**config.mk**
```make
export PLATFORM = sky130hd
export DESIGN_NAME = conv_seq_ctrl
export DESIGN_NICKNAME = d
export VERILOG_FILES = /design/src/rtl/conv_seq_ctrl.sv
export SDC_FILE = /design/constraint.sdc
export NUM_CORES = 1
export LEC_CHECK = 0
export ABC_AREA = 0
export CORE_MARGIN = 2
export CORE_UTILIZATION = 45
export CTS_CLUSTER_DIAMETER = 120
export CTS_CLUSTER_SIZE = 8
export DETAILED_ROUTE_END_ITERATION = 8
export PLACE_DENSITY = 0.67
export SYNTH_ARGS = -nofsm -noshare
export SYNTH_HDL_FRONTEND = slang
export SYNTH_SLANG_ARGS = --single-unit
```
**constraint.sdc**
```tcl
create_clock -name clk -period 4.65 [get_ports clk]
set_input_delay 0.93 -clock clk [delete_from_list [all_inputs] [get_ports clk]]
set_output_delay 0.93 -clock clk [all_outputs]
set_load 0.02 [all_outputs]
```
**src/rtl/conv_seq_ctrl.sv**
```systemverilog
// Convolution job sequencer: HPS register slave, tap fetch issue/collect, flush, write and drain.
// Optional WAIT-stall performance counter enabled by defining CONV_SEQ_PERF_EN.
module conv_seq_ctrl #(
  parameter int unsigned KSIZE     = 3,
  parameter int unsigned IN_AW     = 11,
  parameter int unsigned WT_AW     = 17,
  parameter int unsigned OUT_AW    = 15,
  parameter int unsigned IN_STRIDE = 2,
  parameter int unsigned WT_STRIDE = 128,
  parameter int unsigned DRAIN_CYC = 64
) (
  input  logic              clk,
  input  logic              rst_n,
  input  logic              chipselect,
  input  logic              write,
  input  logic [3:0]        address,
  input  logic [31:0]       writedata,
  output logic [31:0]       readdata,
  output logic [IN_AW-1:0]  addr_input_pe,
  output logic [WT_AW-1:0]  addr_weight_pe,
  output logic [OUT_AW-1:0] addr_write_pe,
  output logic [WT_AW-1:0]  addr_s2p_buffer,
  output logic              input_master_en,
  output logic              weight_master_en,
  output logic              output_master_en,
  input  logic              readdatavalid_input,
  input  logic              readdatavalid_weight,
  output logic              rst_n_pe,
  output logic [3:0]        conv_num,
  output logic              relu_en,
  output logic              pool_en,
  output logic              output_en,
  output logic              partial_en,
  output logic              irq
);

  localparam int unsigned TAP_W = 21;
  localparam int unsigned CH_W  = 11;
  localparam int unsigned CNT_W = 16;
  localparam int unsigned KK    = KSIZE * KSIZE;

  typedef enum logic [2:0] {
    S_IDLE  = 3'd0,
    S_INIT  = 3'd1,
    S_ISSUE = 3'd2,
    S_WAIT  = 3'd3,
    S_FLUSH = 3'd4,
    S_WRITE = 3'd5,
    S_DRAIN = 3'd6
  } state_t;

  state_t              r_state, w_state_nxt;
  logic [TAP_W-1:0]    r_tap, w_tap_nxt;
  logic [IN_AW-1:0]    r_in_addr, w_in_addr_nxt;
  logic [WT_AW-1:0]    r_wt_addr, w_wt_addr_nxt;
  logic [OUT_AW-1:0]   r_wbase, w_wbase_nxt;
  logic [OUT_AW-1:0]   r_awrite, w_awrite_nxt;
  logic [WT_AW-1:0]    r_s2p, w_s2p_nxt;
  logic [CH_W-1:0]     r_channels, w_channels_nxt;
  logic [3:0]          r_conv, w_conv_nxt;
  logic [3:0]          r_mode, w_mode_nxt;
  logic [CNT_W-1:0]    r_cnt, w_cnt_nxt;
  logic                r_vin, w_vin_nxt;
  logic                r_vwt, w_vwt_nxt;
  logic                r_busy, w_busy_nxt;
  logic                r_done, w_done_nxt;
  logic                r_err, w_err_nxt;
  logic                r_irq, w_irq_nxt;
  logic                r_pe, w_pe_nxt;
  logic                r_rd_en, w_rd_en_nxt;
  logic                r_wr_en, w_wr_en_nxt;
  logic [31:0]         r_rdata, w_rdata_nxt;

  logic                w_wr, w_rd, w_vin, w_vwt, w_start, w_abort, w_unused_wdata;
  logic [TAP_W-1:0]    w_total, w_tap_inc;
  logic [31:0]         w_perf;

  assign w_wr           = chipselect & write;
  assign w_rd           = chipselect & ~write;
  assign w_vin          = r_vin | readdatavalid_input;
  assign w_vwt          = r_vwt | readdatavalid_weight;
  assign w_total        = TAP_W'(KK) * TAP_W'(r_channels);
  assign w_tap_inc      = r_tap + TAP_W'(1);
  assign w_start        = (r_state == S_IDLE) && w_wr && (address == 4'd1) && writedata[0]
                          && (r_channels != '0);
  assign w_abort        = (r_state != S_IDLE) && w_wr && (address == 4'd6) && writedata[0];
  assign w_unused_wdata = ^writedata;

`ifdef CONV_SEQ_PERF_EN
  logic [31:0] r_perf;

  // Counts WAIT cycles in which the tap is still missing at least one return.
  always_ff @(posedge clk) begin
    if (!rst_n) begin
      r_perf <= '0;
    end else if (w_start) begin
      r_perf <= '0;
    end else if ((r_state == S_WAIT) && !(w_vin && w_vwt) && (r_perf != '1)) begin
      r_perf <= r_perf + 32'd1;
    end
  end

  assign w_perf = r_perf;
`else
  assign w_perf = '0;
`endif

  always_ff @(posedge clk) begin
    if (!rst_n) begin
      r_state    <= S_IDLE;
      r_tap      <= '0;
      r_in_addr  <= '0;
      r_wt_addr  <= '0;
      r_wbase    <= '0;
      r_awrite   <= '0;
      r_s2p      <= '0;
      r_channels <= '0;
      r_conv     <= 4'hF;
      r_mode     <= '0;
      r_cnt      <= '0;
      r_vin      <= 1'b0;
      r_vwt      <= 1'b0;
      r_busy     <= 1'b0;
      r_done     <= 1'b0;
      r_err      <= 1'b0;
      r_irq      <= 1'b0;
      r_pe       <= 1'b0;
      r_rd_en    <= 1'b0;
      r_wr_en    <= 1'b0;
      r_rdata    <= '0;
    end else begin
      r_state    <= w_state_nxt;
      r_tap      <= w_tap_nxt;
      r_in_addr  <= w_in_addr_nxt;
      r_wt_addr  <= w_wt_addr_nxt;
      r_wbase    <= w_wbase_nxt;
      r_awrite   <= w_awrite_nxt;
      r_s2p      <= w_s2p_nxt;
      r_channels <= w_channels_nxt;
      r_conv     <= w_conv_nxt;
      r_mode     <= w_mode_nxt;
      r_cnt      <= w_cnt_nxt;
      r_vin      <= w_vin_nxt;
      r_vwt      <= w_vwt_nxt;
      r_busy     <= w_busy_nxt;
      r_done     <= w_done_nxt;
      r_err      <= w_err_nxt;
      r_irq      <= w_irq_nxt;
      r_pe       <= w_pe_nxt;
      r_rd_en    <= w_rd_en_nxt;
      r_wr_en    <= w_wr_en_nxt;
      r_rdata    <= w_rdata_nxt;
    end
  end

  always_comb begin
    w_state_nxt    = r_state;
    w_tap_nxt      = r_tap;
    w_in_addr_nxt  = r_in_addr;
    w_wt_addr_nxt  = r_wt_addr;
    w_wbase_nxt    = r_wbase;
    w_awrite_nxt   = r_awrite;
    w_s2p_nxt      = r_s2p;
    w_channels_nxt = r_channels;
    w_conv_nxt     = r_conv;
    w_mode_nxt     = r_mode;
    w_cnt_nxt      = r_cnt;
    w_vin_nxt      = r_vin;
    w_vwt_nxt      = r_vwt;
    w_busy_nxt     = r_busy;
    w_done_nxt     = r_done;
    w_err_nxt      = r_err;
    w_irq_nxt      = 1'b0;
    w_pe_nxt       = r_pe;
    w_rd_en_nxt    = 1'b0;
    w_wr_en_nxt    = 1'b0;
    w_rdata_nxt    = r_rdata;

    // Configuration is frozen while a job runs.
    if (w_wr && !r_busy) begin
      case (address)
        4'd0:    w_conv_nxt     = writedata[3:0];
        4'd2:    w_channels_nxt = writedata[CH_W-1:0];
        4'd3:    w_wbase_nxt    = writedata[OUT_AW-1:0];
        4'd4:    w_s2p_nxt      = writedata[WT_AW-1:0];
        4'd5:    w_mode_nxt     = writedata[3:0];
        default: ;
      endcase
    end

    case (r_state)
      S_IDLE: begin
        if (w_start) begin
          w_state_nxt   = S_INIT;
          w_tap_nxt     = '0;
          w_in_addr_nxt = '0;
          w_wt_addr_nxt = '0;
          w_busy_nxt    = 1'b1;
          w_done_nxt    = 1'b0;
          w_err_nxt     = 1'b0;
        end else if (w_wr && (address == 4'd1) && writedata[0]) begin
          w_done_nxt = 1'b0;
          w_err_nxt  = 1'b1;
          w_irq_nxt  = 1'b1;
        end
      end
      S_INIT: begin
        w_state_nxt = S_ISSUE;
        w_vin_nxt   = 1'b0;
        w_vwt_nxt   = 1'b0;
      end
      S_ISSUE: w_state_nxt = S_WAIT;
      S_WAIT: begin
        w_vin_nxt = w_vin;
        w_vwt_nxt = w_vwt;
        if (w_vin && w_vwt) begin
          w_vin_nxt     = 1'b0;
          w_vwt_nxt     = 1'b0;
          w_tap_nxt     = w_tap_inc;
          w_in_addr_nxt = r_in_addr + IN_AW'(IN_STRIDE);
          w_wt_addr_nxt = r_wt_addr + WT_AW'(WT_STRIDE);
          w_pe_nxt      = 1'b1;
          if (w_tap_inc < w_total) begin
            w_state_nxt = S_ISSUE;
          end else begin
            w_state_nxt = S_FLUSH;
            w_cnt_nxt   = '0;
          end
        end
      end
      S_FLUSH: begin
        if (r_cnt == CNT_W'(1)) begin
          w_state_nxt = S_WRITE;
          w_cnt_nxt   = '0;
        end else begin
          w_cnt_nxt = r_cnt + CNT_W'(1);
        end
      end
      S_WRITE: begin
        w_state_nxt = S_DRAIN;
        w_cnt_nxt   = '0;
      end
      S_DRAIN: begin
        if (r_cnt == CNT_W'(DRAIN_CYC - 1)) begin
          w_state_nxt = S_IDLE;
          w_busy_nxt  = 1'b0;
          w_done_nxt  = 1'b1;
          w_irq_nxt   = 1'b1;
        end else begin
          w_cnt_nxt = r_cnt + CNT_W'(1);
        end
      end
      default: w_state_nxt = S_IDLE;
    endcase

    // Abort overrides whatever the job was doing this cycle.
    if (w_abort) begin
      w_state_nxt = S_IDLE;
      w_busy_nxt  = 1'b0;
      w_done_nxt  = 1'b0;
      w_err_nxt   = 1'b1;
      w_irq_nxt   = 1'b1;
      w_vin_nxt   = 1'b0;
      w_vwt_nxt   = 1'b0;
      w_cnt_nxt   = '0;
    end

    if ((w_state_nxt == S_IDLE) || (w_state_nxt == S_INIT) || (w_state_nxt == S_DRAIN)) begin
      w_pe_nxt = 1'b0;
    end
    w_rd_en_nxt = (w_state_nxt == S_ISSUE) || (w_state_nxt == S_WAIT);
    w_wr_en_nxt = (w_state_nxt == S_WRITE);
    if (w_state_nxt == S_WRITE) begin
      w_awrite_nxt = r_wbase;
    end

    if (w_rd) begin
      case (address)
        4'd0:    w_rdata_nxt = 32'(r_tap);
        4'd1:    w_rdata_nxt = {29'b0, r_err, r_done, r_busy};
        4'd2:    w_rdata_nxt = 32'(r_channels);
        4'd3:    w_rdata_nxt = 32'(r_wbase);
        4'd4:    w_rdata_nxt = 32'(r_state);
        4'd7:    w_rdata_nxt = w_perf;
        default: w_rdata_nxt = '0;
      endcase
    end
  end

  assign readdata         = r_rdata;
  assign addr_input_pe    = r_in_addr;
  assign addr_weight_pe   = r_wt_addr;
  assign addr_write_pe    = r_awrite;
  assign addr_s2p_buffer  = r_s2p;
  assign input_master_en  = r_rd_en;
  assign weight_master_en = r_rd_en;
  assign output_master_en = r_wr_en;
  assign rst_n_pe         = r_pe;
  assign conv_num         = r_conv;
  assign relu_en          = r_mode[0];
  assign pool_en          = r_mode[1];
  assign output_en        = r_mode[2];
  assign partial_en       = r_mode[3];
  assign irq              = r_irq;

endmodule

```
==> flow_metrics.tcl, run 1 <==
set metrics [dict create \
    clk_pin_slew_ns 0.07 \
    min_path_type "register to register" \
    row_count 49 \
    syn_area_per_cell_um2 8.42 \
    grt_pass1_vias 6402 \
    synth.yosys.seq_area_share 0.385 \
    critPathLaunch "r_channels[1]" \
    p_per_area_mw_per_mm2 282 \
    worst_path_max_delay_cell "or4_1" \
    die_w_um 138 \
    swShare 0.252 \
    cts-root-buf "clkbuf_16" \
    reg2reg_from "r_channels[1]" \
    slew_headroom 0.305 \
    fin_crit_sh 0.933 \
    power_frac_clock 0.478 \
    drc 0 \
    period_needed_ns 4.34 \
    worst-path-buf-inv 0 \
    peakVddDrop_mv 0.269 \
    p_leak_nw 3.61 \
    p_int_mw 2.11 \
    power_switching_mw 0.711 \
    synth_area_mm2 0.00810 \
    dr.pass1.iters 7 \
    drt_iter0_drc 350 \
    initial_core_util 0.454 \
    synthTopCellsByCount "dfxtp_1, nand2_1, nor2b_1" \
    io-pin-count 147 \
    syn_inst 962 \
    async_flop_share 0 \
    grt_first_pass_wirelength_mm 33.9 \
    wl_per_cell_um 16.0 \
    cts_tree "yes" \
    place_inst 1271 \
    vias_per_cell 5.36 \
    numCtsBuffers 17 \
    worstPathMaxFanout 21 \
    crit_required_ns 5.02 \
    rsz0062_at_grt "false" \
    endpoint_kind "register" \
    setup_ws_ns 0.310 \
    diodes 0 \
    vias 6980 \
    critPathTopFamily "compound AO/OA/AOI/OAI gates" \
    synth_flop_cell "dfxtp_1" \
    die_h_um 138 \
    yosysTopAreaCell "dfxtp_1" \
    yosys_warnings 0 \
    htreeDepth 4 \
    maxCapViolations 0 \
    start_kind "register" \
    synth_edf_count 0 \
    fp.coreArea_mm2 0.0178 \
    grtUsageTotal 0.218 \
    layout.cells.non_filler 1303 \
    worstPathCellList "ha_1 > ha_1 > fa_1 > a21oi_1 > nor2_1 > nor2_1 > o21bai_1 > a21oi_1 > o21bai_1 > a21o_1 > xnor2_1 > ha_1 > nand4_1 > o31ai_2 > o31ai_4 > and2_4 > or4_1 > a21oi_1" \
    antenna_found_initial 0 \
    hold_viol 0 \
    pwr-share-comb 0.046 \
    yosysMostFrequentCell "dfxtp_1" \
    die_area_mm2 0.0191 \
    wl_mm 20.9 \
    yosys.area.top_type_share 0.385 \
    clock_path_buffers 2 \
    area.growth.synth_to_final_pct 23.4 \
    fillers 1654 \
    synth.distinct_cells 64 \
    nets 1139 \
    drv_slew 0 \
    tightestPinTransition_ns 1.04 \
    dpl_worst_slack_ns 0.198 \
    grt_start_max_net_pins 78 \
    setup-violations-final 0 \
    clkSinkCount 156 \
    status "finished, final reports clean" \
    portBuffers 112 \
    seq_power_share 0.476 \
    overflow 0 \
    critical_path_class "register to register" \
    gp_congestion 0.850 \
    cpPeakStageDelay_ns 0.51 \
    fin_skew_ns 0.0126 \
    fmax_mhz 230 \
    clkLatencyLatePin_ns 0.43 \
    ant_nets 0 \
    synth_area_leaders "dfxtp_1, nand2_1, ha_1" \
    hp-start "addr_s2p_buffer[0]" \
    place_hpwl_mm 15.0 \
    ys_ff_latch 156 \
    fin_setup_tns_ns 0 \
    arrival_ns 4.71 \
    drive_above_1_share 0.0754 \
]
-- cells by family after synthesis --
family	Yosys count	share of synthesized area
xor+xnor	38	0.0411
flops	156	0.385
fa+ha+maj	36	0.0565
mux	46	0.0591
compound gates	196	0.156
buf+inv	94	0.0556
other cells	1	0.000463
simple gates	395	0.246
-- cell usage in the layout, fill, tap and decap left out, types with 20 or more instances in the layout --
cell / instances
a21boi_0: 36
a21oi_1: 50
a22oi_1: 24
and3_1: 21
buf_4: 27
clkdlybuf4s50_1: 111
dfxtp_1: 156
ha_1: 35
mux2i_1: 42
nand2_1: 134
nand3_1: 20
nor2_1: 63
nor2b_1: 70
o21ai_0: 41
-- area by class of cell --
type	instances	area, µm²	share of cell area
Multi-Input combinational cell	730	4620	0.462
Clock inverter	14	126	0.0126
Timing Repair Buffer	140	1340	0.134
Inverter	16	60.1	0.00601
Tap cell	229	287	0.0287
Sequential cell	156	3120	0.312
Clock buffer	18	439	0.0439
-- final timing paths --
| check | end | slack, ns | cells past startpoint |
|---|---|---|---|
| setup reg to reg | r_cnt[13] | 0.31 | 18 |
| setup / recovery | r_cnt[13] | 0.31 | 18 |
| hold / removal | addr_s2p_buffer[0] | 0.46 | 2 |
| hold reg to reg | addr_s2p_buffer[0] | 0.46 | 2 |
-- per-layer routing --
| metal | share of wire | global-route usage | routed length (µm) |
|---|---|---|---|
| met1 | 0.46 | 0.292 | 9630 |
| met2 | 0.46 | 0.344 | 9590 |
| met3 | 0.060 | 0.0582 | 1260 |
| met4 | 0.020 | 0.0666 | 408 |
| met5 | 0 | 0 | 0 |
-- registers in the layout, indices dropped and copies added (netlist names), 3 cells and up --
signal	flops
addr_write_pe	15
r_mode	4
readdata	21
r_tap	21
r_state	3
r_channels	11
addr_input_pe	10
r_wbase	15
r_cnt	16
conv_num	4
addr_s2p_buffer	17
addr_weight_pe	10
-- what timing repair did --
| item | 4_1_cts | 5_1_grt |
|---|---|---|
| gates resized for setup | 0 | 3 |
| hold buffers | 0 | 0 |
| setup endpoints to repair | 0 | 33 |
| buffers inserted | 0 | 0 |
-- power by group through the flow --
stage          clock network, mW  registers [mW]  logic [mW]
2_1_floorplan                  0            1.37      0.0865
3_3_place_gp                   0            1.37       0.129
3_5_place_dp                   0            1.37       0.129
4_1_cts                     1.37            1.34       0.130
5_1_grt                     1.43            1.34       0.141
6_report                    1.35            1.34       0.131
-- stage by stage --
step | hold slack (ns) | util | area (µm²) | power, mW
after CTS | 0.468 | 0.560 | 9980 | 2.84
after floorplan | 0.452 | - | 8170 | 1.46
final | 0.464 | 0.560 | 10000 | 2.82
after global placement | 0.451 | 0.528 | 9420 | 1.50
after global routing | 0.490 | 0.560 | 10000 | 2.91
after detailed placement | 0.459 | 0.528 | 9420 | 1.50
-- worst register-to-register path: cells and delay by family (launching register included) --
kind            cells  cell delay, ns
flops               1            0.32
compound gates      8            1.49
xor+xnor            1            0.13
simple gates        5            1.09
fa+ha+maj           4            1.25
(Power assumes the default switching activity.)
==> run 2, diff against run 1 <==
--- a/config.mk
+++ b/config.mk
@@ -9,7 +9,7 @@
 export CORE_MARGIN = 2
 export CORE_UTILIZATION = 45
 export CTS_CLUSTER_DIAMETER = 120
-export CTS_CLUSTER_SIZE = 8
+export CTS_CLUSTER_SIZE = 28
 export DETAILED_ROUTE_END_ITERATION = 8
 export PLACE_DENSITY = 0.67
 export SYNTH_ARGS = -nofsm -noshare
==> results of run 2 <==
Final layout, timing and power as in run 1 (identical DEF).
==> run 3, diff against run 2 <==
--- a/config.mk
+++ b/config.mk
@@ -8,7 +8,7 @@
 export ABC_AREA = 0
 export CORE_MARGIN = 2
 export CORE_UTILIZATION = 45
-export CTS_CLUSTER_DIAMETER = 120
+export CTS_CLUSTER_DIAMETER = 50
 export CTS_CLUSTER_SIZE = 28
 export DETAILED_ROUTE_END_ITERATION = 8
 export PLACE_DENSITY = 0.67
==> results of run 3 <==
Final layout, timing and power as in run 1 (identical DEF).
